==> src/rtl/seq_ctrl_pkg.sv <==
// Shared definitions for the programmable serial pattern-detect controller:
// one-hot state codes, length-field sizing and length clamping.
package seq_ctrl_pkg;

  localparam logic [3:0] ST_IDLE  = 4'b0001;
  localparam logic [3:0] ST_ARMED = 4'b0010;
  localparam logic [3:0] ST_RUN   = 4'b0100;
  localparam logic [3:0] ST_DONE  = 4'b1000;

  function automatic int calc_len_w(input int pat_w);
    return $clog2(pat_w) + 1;
  endfunction

  // A zero or oversized length selects the full pattern width.
  function automatic int clamp_len(input int len, input int pat_w);
    if (len == 0 || len > pat_w) return pat_w;
    return len;
  endfunction

endpackage

==> src/rtl/seq_match_core.sv <==
// Shift-register matcher: keeps the recent bit history and a saturating fill
// count, and flags (combinationally) when the bit being shifted in completes the pattern.
module seq_match_core #(
  parameter int PAT_W = 8,
  parameter int LEN_W = 4
) (
  input  logic             clk,
  input  logic             rst,
  input  logic             clr,
  input  logic             shift_en,
  input  logic             din,
  input  logic [LEN_W-1:0] len,
  input  logic [PAT_W-1:0] pattern,
  input  logic             overlap,
  output logic             hit
);

  logic [PAT_W-1:0] history;
  logic [PAT_W-1:0] hist_next;
  logic [PAT_W-1:0] mask;
  logic [LEN_W-1:0] fill;
  logic             fill_ok;

  assign hist_next = {history[PAT_W-2:0], din};
  // Shifting by len == PAT_W yields zero, so the mask becomes all ones.
  assign mask      = ~({PAT_W{1'b1}} << len);
  assign fill_ok   = ({1'b0, fill} + {{LEN_W{1'b0}}, 1'b1}) >= {1'b0, len};
  assign hit       = shift_en && fill_ok && (((hist_next ^ pattern) & mask) == '0);

  always_ff @(posedge clk or negedge rst) begin
    if (!rst) begin
      history <= '0;
      fill    <= '0;
    end else if (clr) begin
      history <= '0;
      fill    <= '0;
    end else if (shift_en) begin
      history <= hist_next;
      if (hit && !overlap)
        fill <= '0;
      else if (fill != LEN_W'(PAT_W))
        fill <= fill + LEN_W'(1);
    end
  end

endmodule

==> src/rtl/seq_detect_ctrl.sv <==
// Run-time programmable pattern-detect controller: latches a configuration,
// arms, scans qualified serial data through seq_match_core and counts matches.
module seq_detect_ctrl
  import seq_ctrl_pkg::*;
#(
  parameter  int PAT_W = 8,
  parameter  int CNT_W = 8,
  localparam int LEN_W = calc_len_w(PAT_W)
) (
  input  logic             clk,
  input  logic             rst,
  input  logic             cfg_valid,
  output logic             cfg_ready,
  input  logic [PAT_W-1:0] cfg_pattern,
  input  logic [LEN_W-1:0] cfg_len,
  input  logic             cfg_overlap,
  input  logic [CNT_W-1:0] cfg_target,
  input  logic             start,
  input  logic             abort,
  input  logic             data_valid,
  input  logic             data,
  output logic             flag,
  output logic [CNT_W-1:0] match_cnt,
  output logic             busy,
  output logic             done
);

  logic [3:0]       state;
  logic [PAT_W-1:0] pattern_r;
  logic [LEN_W-1:0] len_r;
  logic             overlap_r;
  logic [CNT_W-1:0] target_r;
  logic [CNT_W-1:0] cnt_inc;
  logic             hit;
  logic             core_clr;
  logic             core_shift;

  assign cfg_ready  = (state == ST_IDLE);
  assign busy       = (state == ST_RUN);
  assign core_clr   = (state == ST_ARMED) && start && !abort;
  assign core_shift = (state == ST_RUN) && data_valid;
  assign cnt_inc    = (&match_cnt) ? match_cnt : match_cnt + CNT_W'(1);

  seq_match_core #(
    .PAT_W (PAT_W),
    .LEN_W (LEN_W)
  ) u_core (
    .clk      (clk),
    .rst      (rst),
    .clr      (core_clr),
    .shift_en (core_shift),
    .din      (data),
    .len      (len_r),
    .pattern  (pattern_r),
    .overlap  (overlap_r),
    .hit      (hit)
  );

  // Abort wins over everything; match_cnt is left intact so it can be read after abort.
  always_ff @(posedge clk or negedge rst) begin
    if (!rst) begin
      state     <= ST_IDLE;
      pattern_r <= '0;
      len_r     <= '0;
      overlap_r <= 1'b0;
      target_r  <= '0;
      match_cnt <= '0;
      flag      <= 1'b0;
      done      <= 1'b0;
    end else begin
      flag <= 1'b0;
      done <= 1'b0;
      if (abort) begin
        state     <= ST_IDLE;
        pattern_r <= '0;
        len_r     <= '0;
        overlap_r <= 1'b0;
        target_r  <= '0;
      end else begin
        case (state)
          ST_IDLE: begin
            if (cfg_valid) begin
              pattern_r <= cfg_pattern;
              len_r     <= LEN_W'(clamp_len(int'(cfg_len), PAT_W));
              overlap_r <= cfg_overlap;
              target_r  <= cfg_target;
              state     <= ST_ARMED;
            end
          end
          ST_ARMED: begin
            if (start) begin
              match_cnt <= '0;
              state     <= ST_RUN;
            end
          end
          ST_RUN: begin
            if (hit) begin
              flag      <= 1'b1;
              match_cnt <= cnt_inc;
              if (target_r != '0 && cnt_inc == target_r)
                state <= ST_DONE;
            end
          end
          ST_DONE: begin
            done  <= 1'b1;
            state <= ST_ARMED;
          end
          default: state <= ST_IDLE;
        endcase
      end
    end
  end

endmodule

==> config.mk <==
export PLATFORM = sky130hd
export DESIGN_NAME = seq_detect_ctrl
export DESIGN_NICKNAME = d
export VERILOG_FILES = /design/src/rtl/seq_ctrl_pkg.sv /design/src/rtl/seq_match_core.sv /design/src/rtl/seq_detect_ctrl.sv
export SDC_FILE = /design/constraint.sdc
export NUM_CORES = 1
export LEC_CHECK = 0
export CAP_MARGIN = 10
export CELL_PAD_IN_SITES_DETAIL_PLACEMENT = 0
export CELL_PAD_IN_SITES_GLOBAL_PLACEMENT = 2
export CORE_ASPECT_RATIO = 1.75
export CORE_MARGIN = 4
export CORE_UTILIZATION = 37
export DETAILED_ROUTE_END_ITERATION = 12
export HOLD_SLACK_MARGIN = 0.15
export PLACE_DENSITY = 0.89
export SLEW_MARGIN = 20
export SYNTH_ARGS = -nofsm -noshare
export SYNTH_HDL_FRONTEND = slang
export SYNTH_HIERARCHICAL = 1
export SYNTH_SLANG_ARGS = --single-unit
==> constraint.sdc <==
create_clock -name clk -period 5 [get_ports clk]
set_input_delay 1 -clock clk [delete_from_list [all_inputs] [get_ports clk]]
set_output_delay 1 -clock clk [all_outputs]
set_load 0.03 [all_outputs]
# After elaboration in Yosys (flattened, before gate mapping)
# Cells that the tools add are included.
dict set report word_totals {
  regBits 46
  inputBits 28
  out_inout_bits 12
  wordCells 94
}
dict set report op_classes {
  addsub 3
  magnitude_cmp 2
  eq_ne 12
  shifts 1
  mux 39
  bitwise_logic 4
  n_reduce_logical 23
}
# operator n
set op_table {}
lappend op_table {{8-bit two-way mux} 9}
lappend op_table {{4-bit two-way mux} 14}
lappend op_table {{4-bit case mux with 4 select lines} 1}
lappend op_table {{8-bit case mux with 2 select lines} 1}
lappend op_table {{7-bit two-way mux} 2}
lappend op_table {{1-bit two-way mux} 12}
lappend op_table {{3-bit by 2-bit != test with 1-bit output (second input constant)} 3}
lappend op_table {{8-bit by 1-bit adder with 8-bit output (second input constant)} 1}
lappend op_table {{8-bit AND} 1}
lappend op_table {{8-bit equality test} 1}
lappend op_table {{8-bit logical NOT} 1}
lappend op_table {{8-bit NOT} 1}
lappend op_table {{4-bit AND reduction} 2}
lappend op_table {{8-bit AND reduction} 1}
lappend op_table {{2-bit nonzero test} 4}
lappend op_table {{8-bit nonzero test} 1}
lappend op_table {{8-bit by 4-bit << shifter with 8-bit output (first input constant)} 1}
lappend op_table {{8-bit bitwise XOR} 1}
lappend op_table {{1-bit logical AND} 7}
lappend op_table {{4-bit by 1-bit adder with 5-bit output (second input constant)} 1}
lappend op_table {{5-bit by 4-bit greater-or-equal comparator with 1-bit output} 1}
lappend op_table {{4-bit by 1-bit adder with 4-bit output (second input constant)} 1}
lappend op_table {{4-bit by 1-bit equality test with 1-bit output (second input constant)} 1}
lappend op_table {{4-bit by 2-bit equality test with 1-bit output (second input constant)} 1}
lappend op_table {{other kinds (13)} 15}

# Longest topological paths before layout
dict set report depth {
  depth_word 10
  depth_mapped 12
  ltp_nobuf 11
}

# Modules after synthesis
# The synthesis kept the hierarchy.
# mod instances cells_per_inst area_each_um2 seq_area_each_um2
set modules_own_cells {}
lappend modules_own_cells {seq_detect_ctrl 1 185 1919.3 877.1}
lappend modules_own_cells {seq_match_core 1 85 798.3 275.3}

# Least setup slack after synthesis
# Ideal clock, no wire load.
dict set report synth_timing {
  path_type {flip-flop to flip-flop}
  start {reg state[0]}
  end {reg state[3]}
  setup_ns 0.065
  t_arrival_ns 2.422
  required_ns 4.935
  path_slack_ns 2.513
  stages_incl_launch_ff 12
  path_buffers 1
  period_less_slack_ns 2.487
  path_cell_list {dfstp_2 -> buf_6 -> nor4b_4 -> and2_1 -> o21ai_0 -> nor2_1 -> and4b_2 -> o21ai_0 -> a211oi_1 -> nand4_1 -> nor4b_4 -> o21a_1}
}
dict set report synth_via {
  elab_chain_cells 6
  elab_cells_between_ends 14
  cone_classes {eq/ne: 8; mux: 2; reduce/logical: 4}
}
# element line_no
set synth_rtl {}
lappend synth_rtl {{start: declaration} seq_detect_ctrl.sv:28} ;# logic [3:0] state;
lappend synth_rtl {{start signal: assignment} seq_detect_ctrl.sv:62} ;# state <= ST_IDLE;
lappend synth_rtl {{start signal: assignment} seq_detect_ctrl.sv:74} ;# state <= ST_IDLE;
lappend synth_rtl {{start signal: assignment} seq_detect_ctrl.sv:87} ;# state <= ST_ARMED;
lappend synth_rtl {{4-bit by 3-bit equality test with 1-bit output} --}
lappend synth_rtl {{via busy} seq_detect_ctrl.sv:24} ;# output logic busy,
lappend synth_rtl {{1-bit logical AND} seq_detect_ctrl.sv:41} ;# assign core_shift = (state == ST_RUN) && data_valid;
lappend synth_rtl {{via core_shift} seq_detect_ctrl.sv:36} ;# logic core_shift;
lappend synth_rtl {{1-bit logical AND (2 in a row)} seq_match_core.sv:28} ;# assign hit = shift_en && fill_ok && (((hist_next ^ pattern) & mask) == '0);
lappend synth_rtl {{via hit} seq_detect_ctrl.sv:34} ;# logic hit;
lappend synth_rtl {{3-bit by 2-bit != test with 1-bit output (no line)} --}
lappend synth_rtl {{4-bit AND reduction (no line)} --}
# The timed path passes the listed nets, and every way through them passes these cells.
# A chain may end at the register's enable or synchronous reset.

# Worst setup path in the final report
dict set report layout_timing {
  start {reg state[0]}
  end {out cfg_ready}
}
dict set report layout_via {
  elab_chain_cells 1
}
# element line_no
set layout_rtl {}
lappend layout_rtl {{4-bit by 1-bit equality test with 1-bit output} seq_detect_ctrl.sv:38} ;# assign cfg_ready = (state == ST_IDLE);
lappend layout_rtl {{end: declaration} seq_detect_ctrl.sv:13} ;# output logic cfg_ready,
# No other way between the ends.

==> results.json <==
{
  "status": "complete, no violations",
  "ys_top_cells_by_area": "dfrtp_1 (41%), a22o_1 (7.1%), xnor2_1 (4.8%)",
  "num_rows": 41,
  "p_switching_w": 0.000250,
  "track_usage": 0.161,
  "dr_wl_met3_um": 211,
  "ys_seq_area_frac": 0.424,
  "grt_overflow_total": 0,
  "clk_latency_ps": 290,
  "p_leak_nw": 1.41,
  "dr_wl_met2_mm": 3.80,
  "worstSetupPathType": "reg2out",
  "critical_path_arrival_ps": 1960,
  "fin_crit_ps": 2960,
  "cts_buffer_depth": 2,
  "ctsHoldBuffers": 0,
  "final_hold_viol_count": 0,
  "drive_gt1_frac": 0.0915,
  "power_density_nw_per_um2": 276,
  "routedWlPerCell_um": 16.6,
  "die_w_um": 72.8,
  "switching_share": 0.273,
  "clkTransAtPathRegs_ps": 70,
  "synth-seq-cells": 46,
  "num_antenna_cells": 0,
  "wl_met1_mm": 2.32,
  "cpPeakStageDelay_ps": 720,
  "syn_area_um2": 2720,
  "initial_core_util": 0.378,
  "wirelength_mm": 6.49,
  "critical_path.slowest_cell": "clkdlybuf4s50_1",
  "syn-mean-instance-area_um2": 10.1,
  "fill_cells": 707,
  "combPwrFrac": 0.169,
  "ys_warn_count": 6,
  "highest_layer": "met4",
  "port-buffer-count": 39,
  "core_area_um2": 7180,
  "min_path_type": "reg2reg",
  "synthFlopType": "dfrtp_1",
  "remaining_drc_errors": 0,
  "cp.required_ps": 4000,
  "dr_total_vias": 2182,
  "synthArstFlopShare": 1.00,
  "tightest_slew_ps": 666,
  "drtAntennaViolNets": 0,
  "layout_commonest_cell": "dfrtp_1",
  "mostFrequentLayoutCells": "dfrtp_1 (45), clkdlybuf4s50_1 (38), a22o_1 (22)",
  "start_kind": "register",
  "ios": 40,
  "grt_pass1_vias": 2181,
  "cts.sinks": 46,
  "ys_types": 56,
  "path_max_fanout": 8,
  "power_frac_clock": 0.367,
  "viasPerCell": 5.57,
  "relSlewSlack": 0.555,
  "vdd_drop_max_uv": 288,
  "timing.fmax_mhz": 337,
  "seq_power_share": 0.464,
  "dp.final_hpwl_mm": 5.13,
  "cts_tree": "done",
  "synth_top_area_frac": 0.414,
  "h-tree-depth": 2,
  "syn_to_final_growth_pct": 21.9,
  "rsz0062_at_grt": "no",
  "setup_viol": 0,
  "die_area_um2": 8830,
  "fp.dieH_um": 121,
  "gp_congestion": 0.849,
  "post_cts_buffers": 0,
  "root_buffer": "clkbuf_16",
  "syn-instance-count": 270,
  "path_cells": "nand2b_1, nor3_1, clkdlybuf4s50_1",
  "slew_violations": 0,
  "cts_buffers": 5,
  "first_pass_iters": 4,
  "finalPower_w": 0.000914,
  "maxCapViolCount": 0,
  "drt_iter0_drc": 117,
  "synth_fp_nets": 305,
  "antenna_found_initial": 0,
  "setup_tns_ps": 0,
  "cp-end-kind": "output pin",
  "fin_util": 0.461,
  "post_cts_resized": 0,
  "synth.largest_area_cell": "dfrtp_1",
  "synth_edf_count": 0,
  "internal_power_w": 0.000664,
  "grt_start_max_net_pins": 47,
  "clock_skew_ps": 5.63,
  "fin_crit_sh": 0.593,
  "grt_pass1_wl_mm": 10.8,
  "nets": 340
}
==> metrics by stage <==
step / hold WS (ps) / cells / cell area [um2] / setup slack, ps
6_report: 524 / 392 / 3310 / 2040
5_1_grt: 543 / 392 / 3310 / 1850
4_1_cts: 534 / 392 / 3300 / 2010
3_5_place_dp: 519 / 384 / 3150 / 1740
3_3_place_gp: 518 / 384 / 3150 / 1790
2_1_floorplan: 494 / 270 / 2720 / 2510
==> power by group through the flow <==
stage / registers (W) / logic [W] / clock network (W)
detailed placement: 0.000430 / 0.000157 / 0
global placement: 0.000430 / 0.000153 / 0
CTS: 0.000423 / 0.000157 / 0.000344
floorplan: 0.000419 / 0.000105 / 0
global route: 0.000427 / 0.000173 / 0.000358
finish: 0.000423 / 0.000155 / 0.000335
==> cell families after synthesis <==
logic type                 count (synthesis)  share of synthesized area
xor gates and xnor gates                  21                     0.0677
and+or+nand+nor                           89                      0.201
buffers and inverters                     26                     0.0456
adders and majority gates                  7                     0.0322
AOI/OAI and AO/OA                         70                      0.188
muxes                                     11                     0.0414
DFF                                       46                      0.424
==> final timing paths <==
path | cells after the start | from | endpoint | slack, ps
worst min register to register | 1 | pattern_r[5] | pattern_r[5] | 520
max in group asynchronous | 1 | rst | u_core/fill[3] | 3900
worst min-delay path | 1 | pattern_r[5] | pattern_r[5] | 520
worst max-delay path | 3 | state[0] | cfg_ready | 2040
worst max register to register | 11 | state[1] | state[3] | 2300
min in group asynchronous | 1 | rst | done | 690
==> flip-flops by register name, summed over array words and instances (netlist names) <==
register and flops:
u_core/fill 4, match_cnt 8, u_core/history 7, overlap_r 1
flag 1, state 4, target_r 8, len_r 4
done 1, pattern_r 8
==> cell usage after synthesis, types with 3 or more instances <==
cell and instances:
nor2_1 20, a211oi_1 4, nand2b_1 4, and3_1 3
dfrtp_1 45, o22ai_1 4, clkbuf_1 3, o21a_1 3
a22o_1 22, or4_1 3, mux2i_1 9, ha_1 7
xnor2_1 15, nor2b_1 3, nor4_1 4, xor2_1 6
nand2_1 16, o21ai_0 10, a21oi_1 11, nand4_1 4
inv_1 11, buf_2 8, nor3_1 9, nand3_1 4
==> critical path: cells and delay by family, from the launching register on <==
| kind | cells | cell delay (ps) |
|---|---|---|
| flip-flops | 1 | 630 |
| buffers and inverters | 1 | 720 |
| AND/OR/NAND/NOR | 2 | 320 |
==> area by class of cell <==
type / count / area [um2] / share of cell area
multi-input combinational: 198 / 1450 / 0.437
tap: 86 / 108 / 0.0325
clock inverter: 3 / 25.0 / 0.00755
clock buffer: 5 / 125 / 0.0378
inverter: 12 / 45.0 / 0.0136
sequential: 46 / 1150 / 0.348
timing repair buffer: 42 / 410 / 0.124
==> layer usage <==
metal  global-route usage  vias up
li1                     -     1063
met1                0.168     1066
met2                0.304       43
met3               0.0290       10
met4               0.0658        0
met5                    0        -
No activity file was read; power rests on OpenSTA's default activity.
